## src/rtl/pipeline_stall_ctrl_pkg.sv

```systemverilog
// Shared types for the pipeline stall controller: FSM states, the per-cycle
// control bundle, and the NOP instruction word also used by the ID/EX register.
package pipe_ctrl_pkg;

  typedef enum logic [1:0] {
    RUN   = 2'd0,
    STALL = 2'd1,
    FLUSH = 2'd2
  } state_t;

  typedef struct packed {
    logic pc_write;
    logic ifid_write;
    logic ifid_flush;
    logic idex_bubble;
    logic pc_sel;
  } ctrl_t;

  // sll $0,$0,0 -- the canonical MIPS32 NOP
  localparam logic [31:0] NOP_INSTR = 32'h0000_0000;

  localparam ctrl_t CTRL_NORMAL   = '{pc_write: 1'b1, ifid_write: 1'b1, ifid_flush: 1'b0,
                                      idex_bubble: 1'b0, pc_sel: 1'b0};
  localparam ctrl_t CTRL_STALL    = '{pc_write: 1'b0, ifid_write: 1'b0, ifid_flush: 1'b0,
                                      idex_bubble: 1'b1, pc_sel: 1'b0};
  localparam ctrl_t CTRL_REDIRECT = '{pc_write: 1'b1, ifid_write: 1'b1, ifid_flush: 1'b1,
                                      idex_bubble: 1'b0, pc_sel: 1'b1};
  localparam ctrl_t CTRL_FLUSH    = '{pc_write: 1'b1, ifid_write: 1'b1, ifid_flush: 1'b1,
                                      idex_bubble: 1'b0, pc_sel: 1'b0};

endpackage

```

## src/rtl/pipeline_stall_ctrl_if.sv

```systemverilog
// Hazard-request inputs and stage-register controls/statistics of the stall controller.
interface pipeline_stall_ctrl_if #(
  parameter int CNT_W = 32
);
  logic             ld_has_hazard;
  logic             branch_hold;
  logic             branch_has_hazard;
  logic             pc_write;
  logic             ifid_write;
  logic             ifid_flush;
  logic             idex_bubble;
  logic             pc_sel;
  logic [CNT_W-1:0] stall_count;
  logic [CNT_W-1:0] flush_count;
  logic             stall_timeout;

  modport master (
    output ld_has_hazard, branch_hold, branch_has_hazard,
    input  pc_write, ifid_write, ifid_flush, idex_bubble, pc_sel,
    input  stall_count, flush_count, stall_timeout
  );

  modport slave (
    input  ld_has_hazard, branch_hold, branch_has_hazard,
    output pc_write, ifid_write, ifid_flush, idex_bubble, pc_sel,
    output stall_count, flush_count, stall_timeout
  );
endinterface

```

## src/rtl/pipeline_stall_ctrl_sat_counter.sv

```systemverilog
// Up-counter that sticks at all-ones; clear wins over inc.
module sat_counter #(
  parameter int W = 32
) (
  input  logic         clk,
  input  logic         rst_n,
  input  logic         inc,
  input  logic         clear,
  output logic [W-1:0] count
);
  logic [W-1:0] r_count;

  always_ff @(posedge clk) begin
    if (!rst_n) begin
      r_count <= '0;
    end else if (clear) begin
      r_count <= '0;
    end else if (inc && (r_count != '1)) begin
      r_count <= r_count + 1'b1;
    end
  end

  assign count = r_count;
endmodule

```

## src/rtl/pipeline_stall_ctrl.sv

```systemverilog
// Turns hazard requests into same-cycle pipeline-register controls; keeps
// saturating stall/redirect statistics and a sticky consecutive-stall watchdog.
module pipeline_stall_ctrl
  import pipe_ctrl_pkg::*;
#(
  parameter int CNT_W       = 32,
  parameter int MAX_STALL   = 15,
  parameter int FLUSH_DEPTH = 1
) (
  input logic                 clk,
  input logic                 rst_n,
  pipeline_stall_ctrl_if.slave bus
);
  localparam bit         USE_FLUSH    = (FLUSH_DEPTH > 1);
  localparam logic [1:0] FLUSH_RELOAD = 2'(FLUSH_DEPTH - 1);
  localparam logic [7:0] CONSEC_MAX   = 8'(MAX_STALL);
  localparam logic [7:0] CONSEC_LAST  = 8'(MAX_STALL - 1);

  logic             w_stall_req;
  logic             w_redirect;
  ctrl_t            w_ctrl;
  logic [7:0]       w_consec;
  logic [CNT_W-1:0] w_stall_count;
  logic [CNT_W-1:0] w_flush_count;
  state_t           r_state;
  logic [1:0]       r_flush_left;
  logic             r_timeout;

  // Branch operands are not valid while stalled, so a stall masks the redirect.
  assign w_stall_req = bus.ld_has_hazard | bus.branch_hold;
  assign w_redirect  = ~w_stall_req & bus.branch_has_hazard;

  always_comb begin
    w_ctrl = CTRL_NORMAL;
    if (!rst_n) begin
      w_ctrl = CTRL_NORMAL;
    end else if (w_stall_req) begin
      w_ctrl = CTRL_STALL;
    end else if (w_redirect) begin
      w_ctrl = CTRL_REDIRECT;
    end else if (r_state == FLUSH) begin
      w_ctrl = CTRL_FLUSH;
    end
  end

  always_ff @(posedge clk) begin
    if (!rst_n) begin
      r_state      <= RUN;
      r_flush_left <= 2'd0;
    end else if (w_stall_req) begin
      // IF/ID already holds a NOP, so leftover flush cycles are dropped.
      r_state      <= STALL;
      r_flush_left <= 2'd0;
    end else if (w_redirect && USE_FLUSH) begin
      r_state      <= FLUSH;
      r_flush_left <= FLUSH_RELOAD;
    end else if ((r_state == FLUSH) && (r_flush_left > 2'd1)) begin
      r_state      <= FLUSH;
      r_flush_left <= r_flush_left - 2'd1;
    end else begin
      r_state      <= RUN;
      r_flush_left <= 2'd0;
    end
  end

  // Set on the edge where consec reaches MAX_STALL so both become visible together.
  always_ff @(posedge clk) begin
    if (!rst_n) begin
      r_timeout <= 1'b0;
    end else if (w_stall_req && (w_consec == CONSEC_LAST)) begin
      r_timeout <= 1'b1;
    end
  end

  sat_counter #(.W(CNT_W)) u_stall_cnt (
    .clk   (clk),
    .rst_n (rst_n),
    .inc   (w_stall_req),
    .clear (1'b0),
    .count (w_stall_count)
  );

  sat_counter #(.W(CNT_W)) u_flush_cnt (
    .clk   (clk),
    .rst_n (rst_n),
    .inc   (w_redirect),
    .clear (1'b0),
    .count (w_flush_count)
  );

  sat_counter #(.W(8)) u_consec (
    .clk   (clk),
    .rst_n (rst_n),
    .inc   (w_stall_req && (w_consec != CONSEC_MAX)),
    .clear (~w_stall_req),
    .count (w_consec)
  );

  assign bus.pc_write      = w_ctrl.pc_write;
  assign bus.ifid_write    = w_ctrl.ifid_write;
  assign bus.ifid_flush    = w_ctrl.ifid_flush;
  assign bus.idex_bubble   = w_ctrl.idex_bubble;
  assign bus.pc_sel        = w_ctrl.pc_sel;
  assign bus.stall_count   = w_stall_count;
  assign bus.flush_count   = w_flush_count;
  assign bus.stall_timeout = r_timeout;
endmodule

```

## src/flat_wrapper.sv

```systemverilog
// flat-port wrapper written by rule: the top's interface ports become plain ports
module pipeline_stall_ctrl_flat import pipe_ctrl_pkg::*;
#(
  parameter int CNT_W       = 32,
  parameter int MAX_STALL   = 15,
  parameter int FLUSH_DEPTH = 1
)
  (clk, rst_n, bus_ld_has_hazard, bus_branch_hold, bus_branch_has_hazard, bus_pc_write, bus_ifid_write, bus_ifid_flush, bus_idex_bubble, bus_pc_sel, bus_stall_count, bus_flush_count, bus_stall_timeout);
  pipeline_stall_ctrl_if #(.CNT_W(CNT_W)) bus_i ();
  input logic clk;
  input logic rst_n;
  input wire logic [$bits(bus_i.ld_has_hazard)-1:0] bus_ld_has_hazard;
  input wire logic [$bits(bus_i.branch_hold)-1:0] bus_branch_hold;
  input wire logic [$bits(bus_i.branch_has_hazard)-1:0] bus_branch_has_hazard;
  output wire logic [$bits(bus_i.pc_write)-1:0] bus_pc_write;
  output wire logic [$bits(bus_i.ifid_write)-1:0] bus_ifid_write;
  output wire logic [$bits(bus_i.ifid_flush)-1:0] bus_ifid_flush;
  output wire logic [$bits(bus_i.idex_bubble)-1:0] bus_idex_bubble;
  output wire logic [$bits(bus_i.pc_sel)-1:0] bus_pc_sel;
  output wire logic [$bits(bus_i.stall_count)-1:0] bus_stall_count;
  output wire logic [$bits(bus_i.flush_count)-1:0] bus_flush_count;
  output wire logic [$bits(bus_i.stall_timeout)-1:0] bus_stall_timeout;
  assign bus_i.ld_has_hazard = bus_ld_has_hazard;
  assign bus_i.branch_hold = bus_branch_hold;
  assign bus_i.branch_has_hazard = bus_branch_has_hazard;
  assign bus_pc_write = bus_i.pc_write;
  assign bus_ifid_write = bus_i.ifid_write;
  assign bus_ifid_flush = bus_i.ifid_flush;
  assign bus_idex_bubble = bus_i.idex_bubble;
  assign bus_pc_sel = bus_i.pc_sel;
  assign bus_stall_count = bus_i.stall_count;
  assign bus_flush_count = bus_i.flush_count;
  assign bus_stall_timeout = bus_i.stall_timeout;
  pipeline_stall_ctrl #(.CNT_W(CNT_W), .MAX_STALL(MAX_STALL), .FLUSH_DEPTH(FLUSH_DEPTH)) u_core (.clk(clk), .rst_n(rst_n), .bus(bus_i));
endmodule
```

## config.mk

```make
export PLATFORM = sky130hd
export DESIGN_NAME = pipeline_stall_ctrl_flat
export DESIGN_NICKNAME = d
export VERILOG_FILES = /design/src/rtl/pipeline_stall_ctrl_pkg.sv /design/src/rtl/pipeline_stall_ctrl_if.sv /design/src/rtl/pipeline_stall_ctrl_sat_counter.sv /design/src/rtl/pipeline_stall_ctrl.sv /design/src/flat_wrapper.sv
export SDC_FILE = /design/constraint.sdc
export NUM_CORES = 1
export LEC_CHECK = 0
export BUFFER_PORTS_ARGS = -buffer_cell sky130_fd_sc_hd__buf_2
export CORE_ASPECT_RATIO = 1.5
export CORE_MARGIN = 5
export CORE_UTILIZATION = 40
export DETAILED_ROUTE_END_ITERATION = 7
export HOLD_SLACK_MARGIN = 0.05
export PLACE_DENSITY = 0.69
export SLEW_MARGIN = 20
export SYNTH_ARGS = -nofsm -noshare
export SYNTH_HDL_FRONTEND = slang
export SYNTH_HIERARCHICAL = 1
export SYNTH_SLANG_ARGS = --single-unit
```

## constraint.sdc

```tcl
create_clock -name clk -period 2.4 [get_ports clk]
set_input_delay 0.72 -clock clk [delete_from_list [all_inputs] [get_ports clk]]
set_output_delay 0.72 -clock clk [all_outputs]
set_load 0.05 [all_outputs]
```

==> flow_metrics.tcl, run 1 <==
set metrics [dict create \
    status "finished, final reports clean" \
    arrival_ns 1.66 \
    cp_slowest_cell "or4b_4" \
    slew_violations 0 \
    area_growth_pct 24.98 \
    synth.top_cell.area_share_pct 38.33 \
    die_h_um 132.8 \
    cts_max_path_buffers 2 \
    wl_per_cell_um 15.24 \
    post-cts-setup-buffer-count 0 \
    grt_util_met2_pct 33.01 \
    final_cell_mix "dfxtp_1 (77), buf_2 (71), a21oi_1 (47), nand2_1 (36), nor2_1 (33)" \
    fin_crit_ns 2.380 \
    gr-total-overflow 0 \
    drive_above_1_share_pct 24.58 \
    synth-async-reset-ratio_pct 0 \
    diodes 0 \
    ant_nets 0 \
    cts_made_buffers 9 \
    timing.hold.ws_ns 0.4347 \
    synth_cells 483 \
    vias_per_cell 5.807 \
    power_mw 2.648 \
    cts_tree "built" \
    grtUsageMet1_pct 18.00 \
    worstPathRequired_ns 1.68 \
    yosys_warnings 6 \
    die_area_um2 12200 \
    ir_drop_mv 0.3643 \
    p_leak_nw 1.938 \
    setup-violations-final 0 \
    nNetsFinal 595 \
    busiest_layer "met2" \
    max_freq_mhz 420.2 \
    power_density_nw_per_um2 526.9 \
    start_util_pct 41.27 \
    grt_pass1_wl_mm 17.57 \
    clk_pin_slew_ns 0.05 \
    drt_wl_total_mm 10.75 \
    endpoint_kind "primary output" \
    rows 44 \
    synth.area.top_cells "dfxtp_1 (38%), a21oi_1 (5.8%), or3_1 (4.7%)" \
    cpMostUsedCell "buf_6" \
    crit_family "simple AND/OR/NAND/NOR gates" \
    cts_sinks 77 \
    pin_count 75 \
    dr.pass1.iters 5 \
    crit_chain "buf_6 > or4b_4 > o21ai_4 > buf_6" \
    synth_edf_count 0 \
    crit_buf_inv 2 \
    root_buffer "clkbuf_16" \
    fin_skew_ns 0.003671 \
    slowest_delay_ns 0.53 \
    layout_commonest_cell "dfxtp_1" \
    yosysSeqAreaShare_pct 38.33 \
    syn-mean-instance-area_um2 8.326 \
    hold_violations 0 \
    num-fill-cells 931 \
    period_share_pct 99.16 \
    grt_pass1_vias 3798 \
    antenna_found_initial 0 \
    cts_hold_buf 0 \
    use_met3_pct 4.489 \
    yosysTopAreaCell "dfxtp_1" \
    core_area_um2 9744 \
    drcViolationCount 0 \
    critPathMaxFanout 3 \
    grt_max_degree 26 \
    grt_usage_pct 17.49 \
    drtIter0Drc 150 \
    worstSetupPathType "in2out" \
    vias 4094 \
    rsz0062_at_grt "false" \
    ys_types 48 \
    insertion_delay_ns 0.33 \
    startpoint_type "primary input" \
    htreeDepth 3 \
    io_buffers 74 \
    synth-seq-cells 77 \
    slew_headroom_pct 54.76 \
    tightestPinTransition_ns 0.6729 \
    max_cap_violations 0 \
    die_w_um 91.87 \
    rrSetupSlack_ns 0.22 \
    synthesis.area_um2 4021 \
    hold_class "reg2reg" \
    dp_hpwl_mm 8.116 \
    gp_congestion 0.8623 \
    synth_ff_type "dfxtp_1" \
]
[worst register-to-register path, stage by stage, from the launching register on]
cell and delay, ns:
dfxtp_1 0.41, nand4_1 0.17, or4_4 0.57, o31ai_4 0.54, buf_12 0.21, or3_1 0.11, a21oi_1 0.06
[sequential cells by signal (all words and copies together) (netlist names)]
signal,cells
u_core/bus.stall_timeout,1
u_core/r_flush_left,2
u_core/r_state,2
u_core/u_consec/count,8
u_core/u_flush_cnt/count,32
u_core/u_stall_cnt/count,32
[timing repair]
| action | in CTS | in global routing |
|---|---|---|
| resized for setup | 3 | 3 |
| endpoints found under the setup margin | 2 | 2 |
| pin swaps | 1 | 0 |
[synthesized netlist by cell type, types with 5 or more instances]
master	instances
a211oi_1	6
a21oi_1	47
a31oi_1	5
and2_1	6
and3_1	20
and4_1	10
clkbuf_1	10
dfxtp_1	77
inv_1	9
mux2i_1	5
nand2_1	36
nand2b_1	8
nand3_1	21
nand4_1	29
nor2_1	33
nor2b_1	6
nor3_1	5
nor4_1	5
o21ai_0	13
o21ai_1	20
or2_2	6
or3_1	30
xnor2_1	18
[logic make-up (layout without fill, tap and decap cells)]
family	after synthesis	in the layout	share of synthesized area (%)
AND/OR/NAND/NOR	237	237	34.57
adder cells (fa/ha/maj)	4	4	1.245
other	1	4	0.09325
AO/OA/AOI/OAI	115	115	17.77
buffers and inverters	26	130	2.831
flip-flops	77	77	38.33
XOR/XNOR	18	18	3.920
multiplexers	5	5	1.245
[metal layers]
metal / vias up / part of all wire (%)
li1: 2028 / -
met1: 1953 / 39
met2: 94 / 53
met3: 19 / 4.6
met4: 0 / 2.6
met5: - / 0
[cell type report]
class | instances | area [um2] | share of cell area [%]
inverter | 9 | 33.78 | 0.6721
timing repair buffer | 106 | 654.4 | 13.02
sequential | 77 | 1541 | 30.67
clock inverter | 2 | 10.01 | 0.1992
tap | 115 | 143.9 | 2.863
multi-input combinational | 383 | 2392 | 47.60
clock buffer | 13 | 250.2 | 4.979
[stage by stage]
stage / worst slack, ns / instance area [um2] / utilization (%) / TNS (ns) / instances
2_1_floorplan: -0.03233 / 4044 / - / -0.06465 / 486
3_3_place_gp: -0.08291 / 4743 / 48.68 / -0.1228 / 690
3_5_place_dp: -0.1042 / 4743 / 48.68 / -0.1564 / 690
4_1_cts: 0.002413 / 5012 / 51.44 / 0 / 705
5_1_grt: 0.006357 / 5026 / 51.58 / 0 / 705
6_report: 0.02018 / 5026 / 51.58 / 0 / 705
[path summary, 6_finish.rpt]
kind | startpoint | end | depth (start not counted)
hold / removal | u_core/r_flush_left[0] | u_core/r_flush_left[0] | 1
setup reg to reg | u_core/u_flush_cnt/count[18] | u_core/u_flush_cnt/count[19] | 6
setup / recovery | bus_ld_has_hazard | bus_ifid_flush | 4
hold reg to reg | u_core/r_flush_left[0] | u_core/r_flush_left[0] | 1
[power by group]
group / internal [mW] / leakage [nW] / switching, mW / total [mW]
logic: 0.0452 / 1.19 / 0.0874 / 0.133
registers: 1.28 / 0.621 / 0.00710 / 1.29
clock network: 0.720 / 0.129 / 0.504 / 1.22
total: 2.05 / 1.94 / 0.598 / 2.65
Note: power is estimated with default switching activity, not from simulation.
==> inputs of run 2 (changes only) <==
CAP_MARGIN = 40   (was default)
CORE_UTILIZATION = 44   (was 40)
PLACE_DENSITY = 0.74   (was 0.69)
==> run 2 against run 1 <==
  * Critical path type unchanged
  * Global-route usage is 2.1 points higher
  * Via count down 0.88%
  * Power increased by 1.2%
  * Largest power group unchanged
  * Sequential cell count unchanged
  * Clock skew is essentially flat
==> flow_metrics.tcl, run 2 (synthesis gave the netlist of run 1 again) <==
set metrics [dict create \
    rsz0062_at_grt "true" \
    grt_pass1_vias 3869 \
    antenna_found_initial 0 \
    cts_sinks 77 \
    fin_skew_ns 0.003192 \
    max_freq_mhz 417.3 \
    slew_headroom_pct 57.26 \
    cts_made_buffers 9 \
    clockPowerShare_pct 46.8 \
    rows 42 \
    placedCellCount 685 \
    ir_drop_mv 0.4261 \
    fin_crit_ns 2.397 \
    hold_class "reg2reg" \
    grt_pass1_wl_mm 17.69 \
    dp_hpwl_mm 8.250 \
    setup_tns_ns 0 \
    htreeDepth 3 \
    diodes 0 \
    status "finished, final reports clean" \
    drtIter0Drc 176 \
    io_buffers 74 \
    insertion_delay_ns 0.33 \
    root_buffer "clkbuf_16" \
    cts_tree "built" \
    period_share_pct 99.86 \
    utilization_pct 56.51 \
    num-fill-cells 828 \
    pin_count 75 \
    dp_slack_ns -0.1080 \
    start_util_pct 45.28 \
    fin_cells 701 \
    setup-violations-final 0 \
    core_area_um2 8881 \
    setup_ws_ns 0.003370 \
    timing.hold.ws_ns 0.4351 \
    max_cap_violations 0 \
    gr-total-overflow 0 \
    p_int_mw 2.087 \
    startpoint_type "primary input" \
    grt_usage_pct 19.60 \
    gp_congestion 0.9218 \
    swShare_pct 22.15 \
    worstPathRequired_ns 1.68 \
    p_switching_uw 593.7 \
    place_area_um2 4725 \
    final_cell_mix "dfxtp_1 (77), buf_2 (70), a21oi_1 (47), nand2_1 (36), nor2_1 (33)" \
    wl_per_cell_um 15.64 \
    drive_above_1_share_pct 24.37 \
    cts_hold_buf 0 \
    slew_violations 0 \
    fin_area_um2 5019 \
    post-cts-setup-buffer-count 0 \
    seq_power_share_pct 48.2 \
    worstSetupPathType "in2out" \
    layout_commonest_cell "dfxtp_1" \
    arrival_ns 1.68 \
    p_comb_share_pct 5.0 \
    drt_wl_total_mm 10.96 \
    area_growth_pct 24.80 \
    critPathMaxFanout 3 \
    cts_max_path_buffers 2 \
    drcViolationCount 0 \
    p_leak_nw 1.936 \
    tightestPinTransition_ns 0.6411 \
    ant_nets 0 \
    vias_per_cell 5.789 \
    die_area_um2 11190 \
    grt_max_degree 16 \
    power_mw 2.681 \
    hold_violations 0 \
    dr.pass1.iters 4 \
    vias 4058 \
    endpoint_kind "primary output" \
    power_density_nw_per_um2 534.1 \
    clk_pin_slew_ns 0.05 \
    nNetsFinal 595 \
    die_h_um 127.1 \
    die_w_um 88.06 \
]
==> run 2: critical path: stages <==
cell	delay, ns
buf_6	0.10
or4b_4	0.55
o21ai_4	0.14
buf_6	0.17
==> run 2: path summary, 6_finish.rpt <==
| kind | from | to | slack, ns | depth (start not counted) |
|---|---|---|---|---|
| max | bus_branch_hold | bus_ifid_flush | 0.003 | 4 |
| min | u_core/r_flush_left[0] | u_core/r_flush_left[0] | 0.44 | 1 |
| max reg2reg | u_core/u_flush_cnt/count[17] | u_core/u_flush_cnt/count[13] | 0.22 | 6 |
| min reg2reg | u_core/r_flush_left[0] | u_core/r_flush_left[0] | 0.44 | 1 |
==> run 2: metal layers <==
| metal | vias to the layer above | wire length [um] | track usage [%] |
|---|---|---|---|
| li1 | 2021 | - | - |
| met1 | 1926 | 4277 | 20.49 |
| met2 | 89 | 5971 | 36.90 |
| met3 | 22 | 462 | 3.802 |
| met4 | 0 | 250 | 8.452 |
| met5 | - | 0 | 0 |
==> run 2: power by group through the flow <==
stage	combinational (mW)	clock, mW	sequential, mW
floorplan	0.0804	0	1.33
global placement	0.127	0	1.32
finish	0.134	1.25	1.29
CTS	0.132	1.28	1.29
global route	0.146	1.34	1.29
detailed placement	0.131	0	1.32
==> run 2: final cells by class <==
cell class / count / area (um2) / share of cell area, %
Clock buffer: 15 / 267.8 / 5.335
Clock inverter: 1 / 5.005 / 0.09973
Inverter: 9 / 33.78 / 0.6731
Multi-Input combinational cell: 383 / 2389 / 47.59
Sequential cell: 77 / 1541 / 30.72
Tap cell: 110 / 137.6 / 2.742
Timing Repair Buffer: 106 / 644.4 / 12.84
==> run 2: timing repair <==
item | in CTS | in global routing
endpoints found under the setup margin | 2 | 2
pin swaps | 0 | 0
gates cloned | 0 | 0
resized for setup | 3 | 2
endpoints found under the hold margin | 0 | 0
